$ cat src/rtl/sensor_poll_scheduler.sv
// Purpose: shares one UART sensor link between a round-robin poller and a host port, keeping a per-sensor result table.
// Latency: host accept -> tx_start next cycle; rx_valid -> table write / host_ack two cycles later; out-of-range host -> ack next cycle.
// Backpressure: one transaction at a time; host_req is held until host_ack, tx_byte holds until tx_done, rd_data is always available.
module sensor_poll_scheduler #(
    parameter int          NUM_SENSORS     = 8,
    parameter int          TIMEOUT_CYCLES  = 500000000,
    parameter int          POLL_GAP_CYCLES = 50000,
    parameter int          MAX_RETRY       = 2,
    parameter logic [7:0]  CHECK_KEY       = 8'h37
) (
    input  logic                   clock,
    input  logic                   reset,
    input  logic                   enable,
    input  logic [NUM_SENSORS-1:0] sensor_mask,
    output logic                   tx_start,
    output logic [7:0]             tx_byte,
    input  logic                   tx_done,
    input  logic                   rx_valid,
    input  logic [15:0]            rx_data,
    input  logic                   host_req,
    input  logic [7:0]             host_addr,
    output logic                   host_ack,
    output logic [15:0]            host_data,
    input  logic [4:0]             rd_addr,
    output logic [15:0]            rd_data,
    output logic                   busy
);

    typedef enum logic [2:0] {
        S_IDLE,
        S_SEND,
        S_WAIT_TX,
        S_WAIT_RX,
        S_CHECK,
        S_STORE,
        S_GAP
    } state_t;

    state_t       state_q,     state_d;
    logic [4:0]   idx_q,       idx_d;        // sensor of the current transaction
    logic [4:0]   rr_last_q,   rr_last_d;    // last auto-polled sensor
    logic         is_host_q,   is_host_d;
    logic         range_err_q, range_err_d;
    logic [7:0]   attempt_q,   attempt_d;    // requests sent in this transaction
    logic [31:0]  tmo_cnt_q,   tmo_cnt_d;
    logic [31:0]  gap_cnt_q,   gap_cnt_d;
    logic [15:0]  rx_q,        rx_d;
    logic [10:0]  entry_q,     entry_d;      // table entry written in STORE
    logic [7:0]   tx_byte_q,   tx_byte_d;
    logic [15:0]  host_data_q, host_data_d;
    logic [15:0]  rd_data_q;

    // Table is sized for the full 5-bit index; entries at or above NUM_SENSORS are never written.
    logic [10:0]  tbl_q [32];

    logic [31:0]  mask_ext;
    logic         auto_found;
    logic [4:0]   auto_idx;
    logic [5:0]   cand;
    logic         good_rsp;
    logic [10:0]  old_entry;
    logic         fail_now;
    logic         fail_tmo;

    assign mask_ext  = 32'(sensor_mask);
    assign good_rsp  = (rx_q[15:8] == (rx_q[7:0] ^ CHECK_KEY));
    assign old_entry = tbl_q[idx_q];

    assign tx_start  = (state_q == S_SEND);
    assign tx_byte   = tx_byte_q;
    assign host_ack  = (state_q == S_STORE) && is_host_q;
    assign host_data = host_data_q;
    assign rd_data   = rd_data_q;
    assign busy      = (state_q != S_IDLE) && (state_q != S_GAP);

    // Round robin: first set mask bit strictly after the last auto-polled index, wrapping.
    always_comb begin
        auto_found = 1'b0;
        auto_idx   = '0;
        cand       = '0;
        for (int k = 1; k <= NUM_SENSORS; k++) begin
            cand = {1'b0, rr_last_q} + 6'(k);
            if (cand >= 6'(NUM_SENSORS)) begin
                cand = cand - 6'(NUM_SENSORS);
            end
            if (!auto_found && mask_ext[cand[4:0]]) begin
                auto_found = 1'b1;
                auto_idx   = cand[4:0];
            end
        end
    end

    // Next-state and datapath updates for the transaction sequencer.
    always_comb begin
        state_d     = state_q;
        idx_d       = idx_q;
        rr_last_d   = rr_last_q;
        is_host_d   = is_host_q;
        range_err_d = range_err_q;
        attempt_d   = attempt_q;
        tmo_cnt_d   = tmo_cnt_q;
        gap_cnt_d   = gap_cnt_q;
        rx_d        = rx_q;
        entry_d     = entry_q;
        tx_byte_d   = tx_byte_q;
        host_data_d = host_data_q;
        fail_now    = 1'b0;
        fail_tmo    = 1'b0;

        case (state_q)
            S_IDLE: begin
                if (host_req) begin
                    is_host_d = 1'b1;
                    attempt_d = '0;
                    if (host_addr >= 8'(NUM_SENSORS)) begin
                        range_err_d = 1'b1;
                        host_data_d = 16'h8000;
                        state_d     = S_STORE;
                    end else begin
                        range_err_d = 1'b0;
                        idx_d       = host_addr[4:0];
                        tx_byte_d   = {3'b000, host_addr[4:0]} + 8'd1;
                        state_d     = S_SEND;
                    end
                end else if (enable && auto_found) begin
                    is_host_d   = 1'b0;
                    range_err_d = 1'b0;
                    attempt_d   = '0;
                    idx_d       = auto_idx;
                    rr_last_d   = auto_idx;
                    tx_byte_d   = {3'b000, auto_idx} + 8'd1;
                    state_d     = S_SEND;
                end
            end
            S_SEND: begin
                // tx_byte was loaded on entry so it is valid alongside tx_start.
                attempt_d = attempt_q + 8'd1;
                state_d   = S_WAIT_TX;
            end
            S_WAIT_TX: begin
                if (tx_done) begin
                    tmo_cnt_d = '0;
                    state_d   = S_WAIT_RX;
                end
            end
            S_WAIT_RX: begin
                // A response in the expiry cycle takes priority over the timeout.
                if (rx_valid) begin
                    rx_d    = rx_data;
                    state_d = S_CHECK;
                end else if (tmo_cnt_q == 32'(TIMEOUT_CYCLES - 1)) begin
                    fail_now = 1'b1;
                    fail_tmo = 1'b1;
                end else begin
                    tmo_cnt_d = tmo_cnt_q + 32'd1;
                end
            end
            S_CHECK: begin
                if (good_rsp) begin
                    entry_d = {2'b00, 1'b1, rx_q[7:0]};
                    state_d = S_STORE;
                end else begin
                    fail_now = 1'b1;
                end
            end
            S_STORE: begin
                gap_cnt_d = '0;
                state_d   = S_GAP;
            end
            S_GAP: begin
                if (host_req || (gap_cnt_q + 32'd1 >= 32'(POLL_GAP_CYCLES))) begin
                    state_d = S_IDLE;
                end else begin
                    gap_cnt_d = gap_cnt_q + 32'd1;
                end
            end
            default: begin
                state_d = S_IDLE;
            end
        endcase

        // Failed attempt: retry the same sensor (tx_byte unchanged) or give up keeping the old value.
        if (fail_now) begin
            if (attempt_q < 8'(MAX_RETRY + 1)) begin
                state_d = S_SEND;
            end else begin
                entry_d = {~fail_tmo, fail_tmo, old_entry[8:0]};
                state_d = S_STORE;
            end
        end

        // Host result is presented from the first STORE cycle.
        if ((state_d == S_STORE) && is_host_d && !range_err_d && (state_q != S_STORE)) begin
            host_data_d = {5'b00000, entry_d};
        end
    end

    // Sequencer state register.
    always_ff @(posedge clock) begin
        if (reset) begin
            state_q     <= S_IDLE;
            idx_q       <= '0;
            rr_last_q   <= 5'(NUM_SENSORS - 1);
            is_host_q   <= 1'b0;
            range_err_q <= 1'b0;
            attempt_q   <= '0;
            tmo_cnt_q   <= '0;
            gap_cnt_q   <= '0;
            rx_q        <= '0;
            entry_q     <= '0;
            tx_byte_q   <= '0;
            host_data_q <= '0;
        end else begin
            state_q     <= state_d;
            idx_q       <= idx_d;
            rr_last_q   <= rr_last_d;
            is_host_q   <= is_host_d;
            range_err_q <= range_err_d;
            attempt_q   <= attempt_d;
            tmo_cnt_q   <= tmo_cnt_d;
            gap_cnt_q   <= gap_cnt_d;
            rx_q        <= rx_d;
            entry_q     <= entry_d;
            tx_byte_q   <= tx_byte_d;
            host_data_q <= host_data_d;
        end
    end

    // Result table: cleared on reset, written once per completed in-range transaction.
    always_ff @(posedge clock) begin
        if (reset) begin
            for (int i = 0; i < 32; i++) begin
                tbl_q[i] <= '0;
            end
        end else if ((state_q == S_STORE) && !range_err_q) begin
            tbl_q[idx_q] <= entry_q;
        end
    end

    // Registered table read port; out-of-range indices read as zero.
    always_ff @(posedge clock) begin
        if (reset) begin
            rd_data_q <= '0;
        end else if ({1'b0, rd_addr} < 6'(NUM_SENSORS)) begin
            rd_data_q <= {5'b00000, tbl_q[rd_addr]};
        end else begin
            rd_data_q <= '0;
        end
    end

endmodule

$ cat config.mk
export PLATFORM = sky130hd
export DESIGN_NAME = sensor_poll_scheduler
export DESIGN_NICKNAME = d
export VERILOG_FILES = /design/src/rtl/sensor_poll_scheduler.sv
export SDC_FILE = /design/constraint.sdc
export NUM_CORES = 1
export LEC_CHECK = 0
export ABC_AREA = 0
export BUFFER_PORTS_ARGS = -buffer_cell sky130_fd_sc_hd__buf_2
export CAP_MARGIN = 20
export CORE_ASPECT_RATIO = 0.9
export CORE_MARGIN = 1
export CORE_UTILIZATION = 50
export CTS_BUF_LIST = sky130_fd_sc_hd__clkbuf_4 sky130_fd_sc_hd__clkbuf_8 sky130_fd_sc_hd__clkbuf_16
export DETAILED_ROUTE_END_ITERATION = 8
export HOLD_SLACK_MARGIN = 0.03
export PLACE_DENSITY_LB_ADDON = 0.25
export SYNTH_ARGS = -nofsm -noshare
export SYNTH_HDL_FRONTEND = slang
export SYNTH_SLANG_ARGS = --single-unit
$ cat constraint.sdc
create_clock -name clock -period 11.1 [get_ports clock]
set_input_delay 1.665 -clock clock [delete_from_list [all_inputs] [get_ports clock]]
set_output_delay 1.665 -clock clock [all_outputs]
set_load 0.05 [all_outputs]
==> metrics.txt, run 1 <==
Synth top area share 0.407; width of the die 225 µm; Top Layer Used met5; routed wire length 55,200 µm; DP HPWL 36,700 µm; hold-fix buffer count after cts 0; Starting Density 0.508; Post-Synthesis Mean Instance Area 12.2 µm²; Die ar. 45,700 µm²; Netlist cell types 90; final critical-path required period 4.81 ns; worst endpoint required time 11.57 ns; Setup crit end kind flop; Max clock buf depth 3; Worst Setup SP rr_last_q[0]; Die Ht 203 µm; Hold Crit Start is_host_q; CTS tree yes; post-route design area 25,000 µm²; status complete, no violations; setup_tns 0 ns; CP Class reg2reg; Cell Pwr Density 188 nW/µm²; Setup Fix Bufs, Post-CTS 0; vias in the first global route 14.6k; first-pass GRT wire length 85,100 µm; CP startpoint kind flop; fraction of registers with async set/reset 0; M1 wire length 23,300 µm; FP Rows 73; largest net degree at the start of global routing 42; Max Fanout on Critical Path 21; # nets final 1,959; H-tree depth 2; maximum vdd drop 0.000114 V; worst r2r src rr_last_q[0]; Placed Area 23,300 µm²; cell area after synthesis 22,400 µm²; Final Hold Viols 0; DRT Pass-1 Iters 5; largest area contributor in the netlist edfxtp_1; initial antenna violation count 1; Peak Freq 0.208 GHz; Final Wtd Congestion 0.896; Worst-Margin Slew 1.12 ns; CTS clk-pin slew, worst paths 0.06 ns; final std cells w/o fill 2,534; PortBufs 74; Syn Inst Count 1,844; Fillers 3,617; GRT Resource Usage Total 0.246; CP arrival 5.28 ns; ANT cells 0; crit share post-route 0.433; Final setup viols 0; Clock Sinks 452; synthesis-to-layout area growth 11.3%; share of layout cells above drive strength 1 0.199; grt ovf 0; WL/cell 21.8 µm; routed length on met2 25,300 µm; CTS root buf clkbuf_16; final design utilization 0.565; Cells after DPL 2,432; max-slew violation count 0; MaxCap Viol Count 0; EDFF count, synth 304; Synth Flop Type edfxtp_1; Clk Latency, worst-skew pair 0.60 ns; metal3 WL 4980 µm; top cells by area, synth edfxtp_1 41%, dfxtp_1 13%, mux4_2 12%; Place WS 6.32 ns; Residual DRC 0; TritonCTS buffer count 48; Initial DRC Count 1,424; I/O pin cnt 86; slew margin rel. 0.254; via count 15.1k; RSZ-0062 raised after global routing false; most instantiated library cell after synthesis and2_1; register bit count reported by yosys 452; HP Class reg2reg; yosys warns 0; antenna viol nets, final 0; Post-synth top cells 307 x and2_1, 304 x edfxtp_1, 148 x dfxtp_1, 132 x nor2_1, 118 x mux4_2; sequential area share after synthesis 0.539; drt via density 5.94; Final Worst Setup Slack 6.29 ns; leakage 8.91 nW; Final Skew 0.0265 ns; Core ar. 44,200 µm²; post-CTS sizing 0
-- worst max-delay path, stage by stage (launching register included) --
cell and delay, ns:
dfxtp_1 0.83, clkinv_1 0.51, ha_1 0.74, mux4_2 0.58, mux2i_1 0.23, a211o_1 0.17, nand3_1 0.11, and4_1 0.22
or3_1 0.35, a31oi_2 0.32, ha_1 0.22, nor2_1 0.07, a41oi_1 0.23, o211ai_1 0.10
-- cell families (layout without fill, tap and decap cells) --
group | count (synthesis) | after routing | synth area share
DFF | 452 | 452 | 0.539
AOI/OAI and AO/OA | 229 | 229 | 0.0653
other | 1 | 11 | 0.000167
and+or+nand+nor | 763 | 763 | 0.190
xor gates and xnor gates | 50 | 50 | 0.0195
muxes | 168 | 168 | 0.143
adders and majority gates | 22 | 22 | 0.0123
buffers and inverters | 159 | 239 | 0.0313
-- final timing paths --
path,to,slack (ns),cells after the start
setup / recovery,tx_byte[2],6.29,13
setup reg to reg,tx_byte[2],6.29,13
hold reg to reg,is_host_q,0.45,2
hold / removal,is_host_q,0.45,2
-- flip-flops by register name, summed over array words and instances, names as in the netlist, 6 cells and up, named ones only --
register and cells:
attempt_q 8, entry_q 11, gap_cnt_q 32, host_data 12
rd_data 11, rx_q 16, tbl_q 304, tmo_cnt_q 32
tx_byte 6
-- placed cells by master (no fill, tap or decap), types with 6 or more instances in the layout --
master / n
and2_1: 307
edfxtp_1: 304
dfxtp_1: 145
nor2_1: 132
mux4_2: 118
nand2_1: 95
buf_2: 86
a21oi_1: 70
o21ai_0: 55
nor3_1: 50
clkbuf_16: 49
buf_4: 36
mux2i_1: 30
or3_1: 29
a211oi_1: 28
nand3_1: 27
xor2_1: 25
xnor2_1: 25
and3_1: 23
ha_1: 22
nand4_1: 21
inv_1: 20
clkbuf_4: 17
nor2b_1: 16
o21ai_1: 13
conb_1: 11
mux2_2: 10
clkinv_1: 9
a31oi_1: 9
mux2_4: 9
nor4_1: 7
nand2b_1: 6
nand3b_1: 6
or4_1: 6
-- stage by stage --
step                      hold slack (ns)  power [mW]
after floorplan                     0.436        2.82
after detailed placement            0.451        3.08
final                               0.455        4.71
after global placement              0.451        3.06
after global routing                0.493        4.89
after CTS                           0.458        4.71
-- report_power, final --
part / switching, mW / leakage (nW) / internal, mW
Sequential: 0.113 / 4.19 / 1.88
Combinational: 0.617 / 3.92 / 0.461
Clock: 0.683 / 0.795 / 0.959
Total: 1.41 / 8.91 / 3.29
-- metal layers --
layer | vias to the layer above | track usage
met3 | 116 | 0.0535
met5 | - | 0
met1 | 7439 | 0.345
li1 | 6880 | -
met2 | 622 | 0.381
met4 | 2 | 0.0828
-- layout make-up --
class / instances / area (µm²) / share of cell area
clock buffer: 65 / 1360 / 0.0544
clock inverter: 25 / 267 / 0.0107
inverter: 22 / 82.6 / 0.00331
multi-input combinational: 1243 / 9690 / 0.388
sequential: 452 / 12100 / 0.484
tap: 600 / 751 / 0.0301
timing repair buffer: 127 / 733 / 0.0294
No activity file was read; power rests on OpenSTA's default activity.
==> inputs of run 2 (changes only) <==
--- a/config.mk
+++ b/config.mk
@@ -5,7 +5,7 @@
 export SDC_FILE = /design/constraint.sdc
 export NUM_CORES = 1
 export LEC_CHECK = 0
-export ABC_AREA = 0
+export ABC_AREA = 1
 export BUFFER_PORTS_ARGS = -buffer_cell sky130_fd_sc_hd__buf_2
 export CAP_MARGIN = 20
 export CORE_ASPECT_RATIO = 0.9
==> constraint.sdc (replaced) <==
create_clock -name clock -period 4.5 [get_ports clock]
set_input_delay 0.675 -clock clock [delete_from_list [all_inputs] [get_ports clock]]
set_output_delay 0.675 -clock clock [all_outputs]
set_load 0.05 [all_outputs]
==> run 2 against run 1 <==
Compared with the run above: the flow now finishes with violations (design-rule violations); non-clock buffer count down 12; sequential power grew to 2.5 times the previous value; combinational power rose to 2.8 times the previous value; sequential cell count is 16 higher; area after synthesis is 8.0% higher; synthesized cell count rose by 62%; register-to-register slack got worse by 5.6 ns.
==> metrics.txt, run 2 <==
sequential area share after synthesis 0.519; WL/cell 19.8 µm; xor and xnor fraction of the mapped netlist area 0.0152; Post-Synthesis Mean Instance Area 8.11 µm²; yosys warns 0; delay-heaviest family, CP simple AND/OR/NAND/NOR gates; Die Ht 211 µm; commonest cells after routing, fill and taps aside 615 x nor2_1, 455 x nand2_1, 320 x edfxtp_1; via count 21.3k; Clk Latency, worst-skew pair 0.61 ns; CP arrival 4.25 ns; Synth top area share 0.396; DP HPWL 46,600 µm; max FFs per register 320; Max Fanout on Critical Path 12; # nets final 3,019; TritonCTS buffer count 50; FP Rows 76; Post-synth top cells 615 x nor2_1, 455 x nand2_1, 320 x edfxtp_1, 318 x o21ai_0, 229 x inv_1; MaxCap Viol Count 0; Setup crit end kind flop; H-tree depth 2; Final setup viols 0; routed wire length 71,700 µm; EDFF count, synth 320; Fin Hold WS 0.312 ns; post-route design area 26,700 µm²; Final Skew 0.0157 ns; Reg with most FFs tbl_q; post-CTS sizing 0; most common cell after layout, fill and taps aside nor2_1; DRT Pass-1 Iters 8; share of layout cells above drive strength 1 0.0808; Netlist cell types 43; Slowest cell on crit path dfxtp_1; Core ar. 47,800 µm²; synthesis-to-layout area growth 9.95%; Initial DRC Count 2,351; failing checks design-rule violations; mux contribution to synthesized area 0; GRT Resource Usage Total 0.286; grt ovf 0; PortBufs 74; max-slew violation count 0; Clock Sinks 468; RSZ-0062 raised after global routing false; sum of buffers and inverters on the critical path 3; final critical-path required period 3.76 ns; top cells by area, synth edfxtp_1 40%, dfxtp_1 12%, nor2_1 9.5%; CTS tree yes; initial antenna violation count 0; cell area after synthesis 24,200 µm²; first-pass GRT wire length 109,000 µm; hold-fix buffer count after cts 0; Synth Flop Type edfxtp_1; status complete, but fails checks; largest area contributor in the netlist edfxtp_1; CTS root buf clkbuf_16; Syn Inst Count 2,989; Placed Area 24,900 µm²; slew margin rel. 0.299; compound-cell area share of the yosys netlist 0.140; Residual DRC 1; most frequent CP cell nand3_1; Place WS 0.811 ns; Peak Freq 0.266 GHz; final std cells w/o fill 3,619; Adder-Cell Fraction of Synth Area 0.0114; Starting Density 0.507; Regs by FF count tbl_q: 320 flops, gap_cnt_q: 32 flops, tmo_cnt_q: 32 flops; crit share post-route 0.835; post-synthesis simple-gate area fraction 0.242; Max clock buf depth 3; width of the die 234 µm; setup_tns 0 ns; HP Class in2reg; antenna viol nets, final 0; I/O pin cnt 86; fraction of registers with async set/reset 0; main combinational cell family by area after synthesis simple AND/OR/NAND/NOR gates; Final Wtd Congestion 0.917; worst endpoint required time 4.99 ns; Cell Pwr Density 466 nW/µm²; leakage 9.51 nW; drt via density 5.88; ANT cells 0; Setup Fix Bufs, Post-CTS 0; CP Class reg2reg; largest net degree at the start of global routing 98; Die ar. 49,400 µm²; CTS clk-pin slew, worst paths 0.06 ns; Final Hold Viols 0; CP startpoint kind flop; Final Worst Setup Slack 0.742 ns; critical path cell sequence inv_1 -> ha_1 -> xor2_1 -> inv_1 -> ha_1 -> nand3_1 -> nand3_1 -> nor2_1 -> nor2_1 -> nor2_1 -> inv_1 -> nand4_1 -> nand2_2 -> nand3_1 -> nand2_1 -> nor2_4 -> nand3_2 -> nand3_1 -> nand2_1; Worst-Margin Slew 1.04 ns; Cells after DPL 3,526; register bit count reported by yosys 468; max incr delay on CP 0.62 ns; maximum vdd drop 0.000298 V; most instantiated library cell after synthesis nor2_1; vias in the first global route 19.6k
run 2: changes by cell type after synthesis, moves of 24 or more:
cell,change
and2_1,-307
inv_1,+209
clkbuf_1,+83
nand3_1,+128
o211ai_1,+36
o21ai_0,+263
a21oi_1,+109
nand2_1,+360
o221ai_1,+41
or3_1,-29
mux2i_1,-30
mux4_2,-118
nor2_1,+483
nor3_1,+24
run 2: metal layers:
metal  vias up  track usage  share of wire
li1      10000            -              -
met1     10000        0.391           0.41
met2      1095        0.453           0.45
met3       150       0.0524           0.10
met4         0        0.105          0.033
met5         -            0              0
run 2: per-stage QoR:
stage | total power, mW | util
2_1_floorplan | 7.17 | -
4_1_cts | 12.4 | 0.557
3_3_place_gp | 7.98 | 0.521
3_5_place_dp | 8.04 | 0.521
5_1_grt | 12.9 | 0.557
6_report | 12.4 | 0.557
run 2: cell families (layout without fill, tap and decap cells):
logic type               count (synthesis)  in the layout
AND/OR/NAND/NOR                       1392           1392
AO/OA/AOI/OAI                          613            613
flip-flops                             468            468
buffers and inverters                  451            447
XOR/XNOR                                42             42
adder cells (fa/ha/maj)                 22             22
other                                    1             11
run 2: layout make-up:
| cell class | instances | area, µm² |
|---|---|---|
| fill | 4321 | 21200 |
| timing repair buffer | 115 | 721 |
| tap | 624 | 781 |
| sequential | 468 | 12600 |
| clock buffer | 64 | 1420 |
| inverter | 239 | 897 |
| multi-input combinational | 2080 | 9930 |
| clock inverter | 29 | 329 |
run 2: worst paths after layout:
path	cells after the start	to	slack (ns)	start
worst max register to register	19	host_data[0]	0.74	rr_last_q[2]
worst min-delay path	3	rx_q[9]	0.31	rx_data[9]
worst max-delay path	19	host_data[0]	0.74	rr_last_q[2]
worst min register to register	2	tx_byte[4]	0.44	tx_byte[4]
run 2: worst reg2reg max path: cells and delay by family, from the launching register on:
kind	cells	cell delay, ns
buf+inv	3	0.50
xor+xnor	1	0.23
fa+ha+maj	2	0.48
simple gates	13	1.82
flops	1	0.62
run 2: power by group:
group	internal, mW	switching [mW]
Sequential	4.80	0.204
Combinational	0.808	2.21
Clock	2.63	1.77
Total	8.24	4.18
